File: config.mk
export PLATFORM = sky130hd
export DESIGN_NAME = mult_arbiter
export DESIGN_NICKNAME = d
export VERILOG_FILES = /design/src/rtl/mult_pkg.sv /design/src/rtl/mult_rr_arb.sv /design/src/rtl/mult_arbiter.sv
export SDC_FILE = /design/constraint.sdc
export NUM_CORES = 1
export LEC_CHECK = 0
export BUFFER_PORTS_ARGS = -buffer_cell sky130_fd_sc_hd__buf_4
export CAP_MARGIN = 20
export CORE_MARGIN = 5
export CORE_UTILIZATION = 46
export DETAILED_ROUTE_END_ITERATION = 7
export PLACE_DENSITY = 0.8
export SYNTH_ARGS = -nofsm -noshare
export SYNTH_HDL_FRONTEND = slang
export SYNTH_HIERARCHICAL = 1
export SYNTH_SLANG_ARGS = --single-unit
File: constraint.sdc
create_clock -name Clk -period 1.05 [get_ports Clk]
set_input_delay 0.0525 -clock Clk [delete_from_list [all_inputs] [get_ports Clk]]
set_output_delay 0.0525 -clock Clk [all_outputs]
set_load 0.03 [all_outputs]
File: src/rtl/mult_pkg.sv
// Shared definitions for the shift-add multiplier arbiter.
package mult_pkg;

  localparam int MULT_N_BITS = 8;

  typedef enum logic [2:0] {
    IDLE,
    CLEAR,
    LOADB,
    ADD,
    SHIFT,
    DONE
  } mult_state_t;

endpackage

File: src/rtl/mult_rr_arb.sv
// Grant selection for two requesters; round-robin when MULT_ARB_RR_EN is defined,
// otherwise fixed priority with requester 0 winning ties.
module mult_rr_arb #(
  parameter int N_REQ = 2
) (
  input  logic             i_clk,
  input  logic             i_rst,
  input  logic [N_REQ-1:0] i_req,
  input  logic             i_advance,
  input  logic             i_served,
  output logic [N_REQ-1:0] o_grant
);

`ifdef MULT_ARB_RR_EN
  logic r_ptr;

  // Pointer favours whichever requester was not served by the last operation.
  always_ff @(posedge i_clk or posedge i_rst) begin
    if (i_rst) begin
      r_ptr <= 1'b0;
    end else if (i_advance) begin
      r_ptr <= ~i_served;
    end
  end

  always_comb begin
    o_grant = '0;
    if (!r_ptr) begin
      if (i_req[0])      o_grant[0] = 1'b1;
      else if (i_req[1]) o_grant[1] = 1'b1;
    end else begin
      if (i_req[1])      o_grant[1] = 1'b1;
      else if (i_req[0]) o_grant[0] = 1'b1;
    end
  end
`else
  logic w_unused;
  assign w_unused = ^{i_clk, i_rst, i_advance, i_served};

  always_comb begin
    o_grant = '0;
    if (i_req[0])      o_grant[0] = 1'b1;
    else if (i_req[1]) o_grant[1] = 1'b1;
  end
`endif

endmodule

File: src/rtl/mult_arbiter.sv
// Control FSM for a shared X:A:B shift-add signed multiplier serving two requesters.
// Arbitration policy selected by MULT_ARB_RR_EN (see mult_rr_arb).
module mult_arbiter
  import mult_pkg::*;
#(
  parameter int N_BITS = MULT_N_BITS,
  parameter int N_REQ  = 2
) (
  input  logic             Clk,
  input  logic             Reset,
  input  logic [N_REQ-1:0] req,
  input  logic             M,
  output logic [N_REQ-1:0] gnt,
  output logic             Ld_A,
  output logic             Ld_B,
  output logic             Shift_En,
  output logic             Clear_XA,
  output logic             Sub,
  output logic [N_REQ-1:0] done,
  output logic             busy
);

  localparam int CW = (N_BITS > 1) ? $clog2(N_BITS) : 1;
  localparam logic [CW-1:0] LAST = CW'(N_BITS - 1);

  mult_state_t      r_state;
  logic [CW-1:0]    r_cnt;
  logic [N_REQ-1:0] r_gnt;
  logic [N_REQ-1:0] r_done;
  logic             r_ldB;
  logic             r_shift;
  logic             r_clr;
  logic             r_busy;
  logic [N_REQ-1:0] w_grant;
  logic             w_advance;
  logic             w_served;

  assign w_advance = (r_state == DONE);
  assign w_served  = r_gnt[1];

  mult_rr_arb #(.N_REQ(N_REQ)) u_arb (
    .i_clk     (Clk),
    .i_rst     (Reset),
    .i_req     (req),
    .i_advance (w_advance),
    .i_served  (w_served),
    .o_grant   (w_grant)
  );

  always_ff @(posedge Clk or posedge Reset) begin
    if (Reset) begin
      r_state <= IDLE;
      r_cnt   <= '0;
      r_gnt   <= '0;
      r_done  <= '0;
      r_ldB   <= 1'b0;
      r_shift <= 1'b0;
      r_clr   <= 1'b0;
      r_busy  <= 1'b0;
    end else begin
      r_ldB   <= 1'b0;
      r_shift <= 1'b0;
      r_clr   <= 1'b0;
      r_done  <= '0;
      case (r_state)
        IDLE: begin
          if (|req) begin
            r_gnt   <= w_grant;
            r_clr   <= 1'b1;
            r_busy  <= 1'b1;
            r_state <= CLEAR;
          end
        end
        CLEAR: begin
          r_ldB   <= 1'b1;
          r_cnt   <= '0;
          r_state <= LOADB;
        end
        LOADB: begin
          r_state <= ADD;
        end
        ADD: begin
          r_shift <= 1'b1;
          r_state <= SHIFT;
        end
        SHIFT: begin
          // Counter saturates at the last iteration instead of wrapping.
          if (r_cnt < LAST) begin
            r_cnt   <= r_cnt + 1'b1;
            r_state <= ADD;
          end else begin
            r_done  <= r_gnt;
            r_state <= DONE;
          end
        end
        DONE: begin
          r_gnt   <= '0;
          r_busy  <= 1'b0;
          r_state <= IDLE;
        end
        default: begin
          r_gnt   <= '0;
          r_busy  <= 1'b0;
          r_state <= IDLE;
        end
      endcase
    end
  end

  // Ld_A and Sub follow the live multiplier bit, so they cannot be registered.
  assign Ld_A     = (r_state == ADD) && M;
  assign Sub      = Ld_A && (r_cnt == LAST);
  assign Ld_B     = r_ldB;
  assign Shift_En = r_shift;
  assign Clear_XA = r_clr;
  assign gnt      = r_gnt;
  assign done     = r_done;
  assign busy     = r_busy;

endmodule

==> metrics.txt <==
worst min path class=input pin to register; power share of the sequential group=approximately 25%; post-synth net total=~80; Min Clock Period, post-route=about 1300 ps; violated checks=setup timing; post-synthesis cell area=746 um2; proportion of layout cells with a drive suffix above 1=between 50% and 60%; combinational power share=approximately 64%; run status=finished, violations left; half-perimeter wire length after placement=1110 um; Slew HR=64.0%; clock latency of the later-clocked register in the worst-skew pair=~280 ps; cells after synthesis=74; H-tree levels=1; number of diodes added for antenna fixing=0; endpoint required time on the critical path=1000 ps; number of antenna violations at the first check in global routing=0; number of placed cells counting well taps=112; starting density of the core=between 40% and 50%; Starting DRT DRC Count=8; Ys Warns=6; IO Pins=15; Max IR drop VDD=2080 uV; Avg Vias per Cell=5.20; TritonCTS buffer count=3; endpoint type of the worst setup path=output pin; largest net degree at the start of global routing=15; die width=approximately 50 um; category of the worst setup path launch point=register; final instance count without filler cells=~130; final max-slew violation count=0; count of port buffers added during placement=14; worst setup path class=register to output pin; TritonCTS clock tree=done; number of global-route vias before repair=between 600 and 700; Die Ht=50.3 um; number of rows created at floorplan=14; register clock-pin slew on the reported worst setup and hold paths=roughly 90 ps; combined global-route utilization of all metal layers=between 10% and 20%; count of cells along the worst hold path=4; WP data arrival=1290 ps; cells on worst reg2reg path=5; nets=between 100 and 150; Setup Viol. Count Final=14; buffers from clock root to sink, at most=2; count of max-cap constraint violations=0; smallest setup slack after layout=-291 ps; placer congestion estimate=~0.9; die area=between 2000 and 3000 um2; clock tree skew after final layout=roughly 3.8 ps; switching portion of total power=39.6%; Max Fanout on Critical Path=2; number of search-and-repair iterations in the first detailed-routing pass=4; cell-internal power=around 2.1 mW; measured slew at the worst slew-check pin=about 540 ps; part of the power in the clock network=roughly 11%; routed wirelength normalized by instance count=around 14 um; remaining global-route overflow=0; final wirelength=about 1800 um; layout-stage area growth over the synthesis result=57.7%; Leakage=between 0.5 and 0.6 nW; Tot Pwr=~3.5 mW; cell area power density=2990 nW/um2; first-pass GRT wire length=about 2900 um; achievable frequency=746 MHz; number of remaining DRC errors=0; vias after detailed routing=between 600 and 700; sw power=1.39 mW; placeable core area=about 1500 um2; setup repair after global routing missed its margin=true; Post-Place Setup Slack=-62.3 ps; cell chosen for the clock root=sky130_fd_sc_hd__clkbuf_4; Avg Synthesized Cell Area=10.1 um2; count of nets left with antenna violations after detail routing=0; post-layout util=between 70 and 80%; Hold Violations, Final=0; CTS Sinks=14; final clock period utilization by the worst path=128%
[metal layers]
metal | track usage (%) | up-vias | routed length (um)
met5 | 0 | - | 0
met4 | 10.5 | 0 | 53
met3 | 4.14 | 6 | 65
met2 | 23.6 | 14 | 900
met1 | 17.0 | 316 | 732
li1 | - | 330 | -
[cell usage in the layout, fill, tap and decap left out]
cell type	instances
sky130_fd_sc_hd__a211oi_2	1
sky130_fd_sc_hd__clkbuf_4	3
sky130_fd_sc_hd__o21ai_0	5
sky130_fd_sc_hd__nand2b_4	1
sky130_fd_sc_hd__a21oi_4	1
sky130_fd_sc_hd__a21oi_2	2
sky130_fd_sc_hd__nor2_1	3
sky130_fd_sc_hd__and2_1	2
sky130_fd_sc_hd__clkbuf_8	1
sky130_fd_sc_hd__dfrtp_1	12
sky130_fd_sc_hd__xnor2_2	1
sky130_fd_sc_hd__nand3_1	2
sky130_fd_sc_hd__o31a_1	1
sky130_fd_sc_hd__ha_2	1
sky130_fd_sc_hd__dlygate4sd3_1	1
sky130_fd_sc_hd__nand3_2	2
sky130_fd_sc_hd__dfrtp_2	2
sky130_fd_sc_hd__or2_1	2
sky130_fd_sc_hd__nand2_1	6
sky130_fd_sc_hd__nand2b_1	2
sky130_fd_sc_hd__nand4_1	1
sky130_fd_sc_hd__inv_2	1
sky130_fd_sc_hd__nor4_4	1
sky130_fd_sc_hd__inv_1	1
sky130_fd_sc_hd__nor2b_4	2
sky130_fd_sc_hd__and3_1	1
sky130_fd_sc_hd__ha_4	1
sky130_fd_sc_hd__buf_6	8
sky130_fd_sc_hd__nor2_4	1
sky130_fd_sc_hd__buf_4	31
sky130_fd_sc_hd__a21oi_1	3
sky130_fd_sc_hd__and2_4	3
sky130_fd_sc_hd__and3_4	1
sky130_fd_sc_hd__o211ai_1	2
sky130_fd_sc_hd__a22o_1	2
sky130_fd_sc_hd__o21ai_2	2
[critical path, stage by stage (launching register included)]
cell	delay, ps
sky130_fd_sc_hd__dfrtp_1	410
sky130_fd_sc_hd__ha_2	200
sky130_fd_sc_hd__ha_4	150
sky130_fd_sc_hd__and2_4	130
sky130_fd_sc_hd__buf_6	130
[layout make-up]
class / instances / area [um2]
Clock buffer: 4 / 36.3
Fill cell: 90 / 348
Inverter: 2 / 7.51
Multi-Input combinational cell: 52 / 427
Sequential cell: 14 / 353
Tap cell: 16 / 20.0
Timing Repair Buffer: 40 / 333
[power by group through the flow]
stage	registers (mW)	clock network (mW)	logic, mW
after detailed placement	0.922	0	1.53
after global placement	0.914	0	1.50
after CTS	0.873	0.400	1.90
after global routing	0.906	0.433	2.40
final	0.888	0.390	2.24
after floorplan	1.04	0	0.894
[flip-flops by register name, summed over array words and instances, names as in the netlist]
register / count
done: 2
busy: 1
r_cnt: 3
Shift_En: 1
Ld_B: 1
gnt: 2
r_state: 3
Clear_XA: 1
[final timing paths]
kind	start	to	slack (ps)
min in group asynchronous	Reset	done[0]	370
max reg2reg	r_state[0]	gnt[1]	-170
max	r_cnt[0]	Sub	-290
min	req[1]	gnt[0]	230
max in group asynchronous	Reset	r_state[1]	280
min reg2reg	gnt[0]	gnt[0]	570
[per-stage QoR]
stage / hold WS [ps] / area (um2) / TNS [ps]
floorplan: -58.3 / 779 / -53.4
global placement: 120 / 953 / -235
detailed placement: 123 / 953 / -408
CTS: 205 / 1090 / -1410
global route: 256 / 1180 / -2670
finish: 234 / 1180 / -2100
[repair_timing]
| item | CTS | global route |
|---|---|---|
| buffers inserted | 6 | 5 |
| hold buffers | 1 | 0 |
| endpoints found under the setup margin | 13 | 13 |
| resized for setup | 15 | 9 |
| gates cloned | 0 | 0 |
| pin swaps | 7 | 7 |
| endpoints found under the hold margin | 14 | 0 |
No activity file was read; power rests on OpenSTA's default activity.
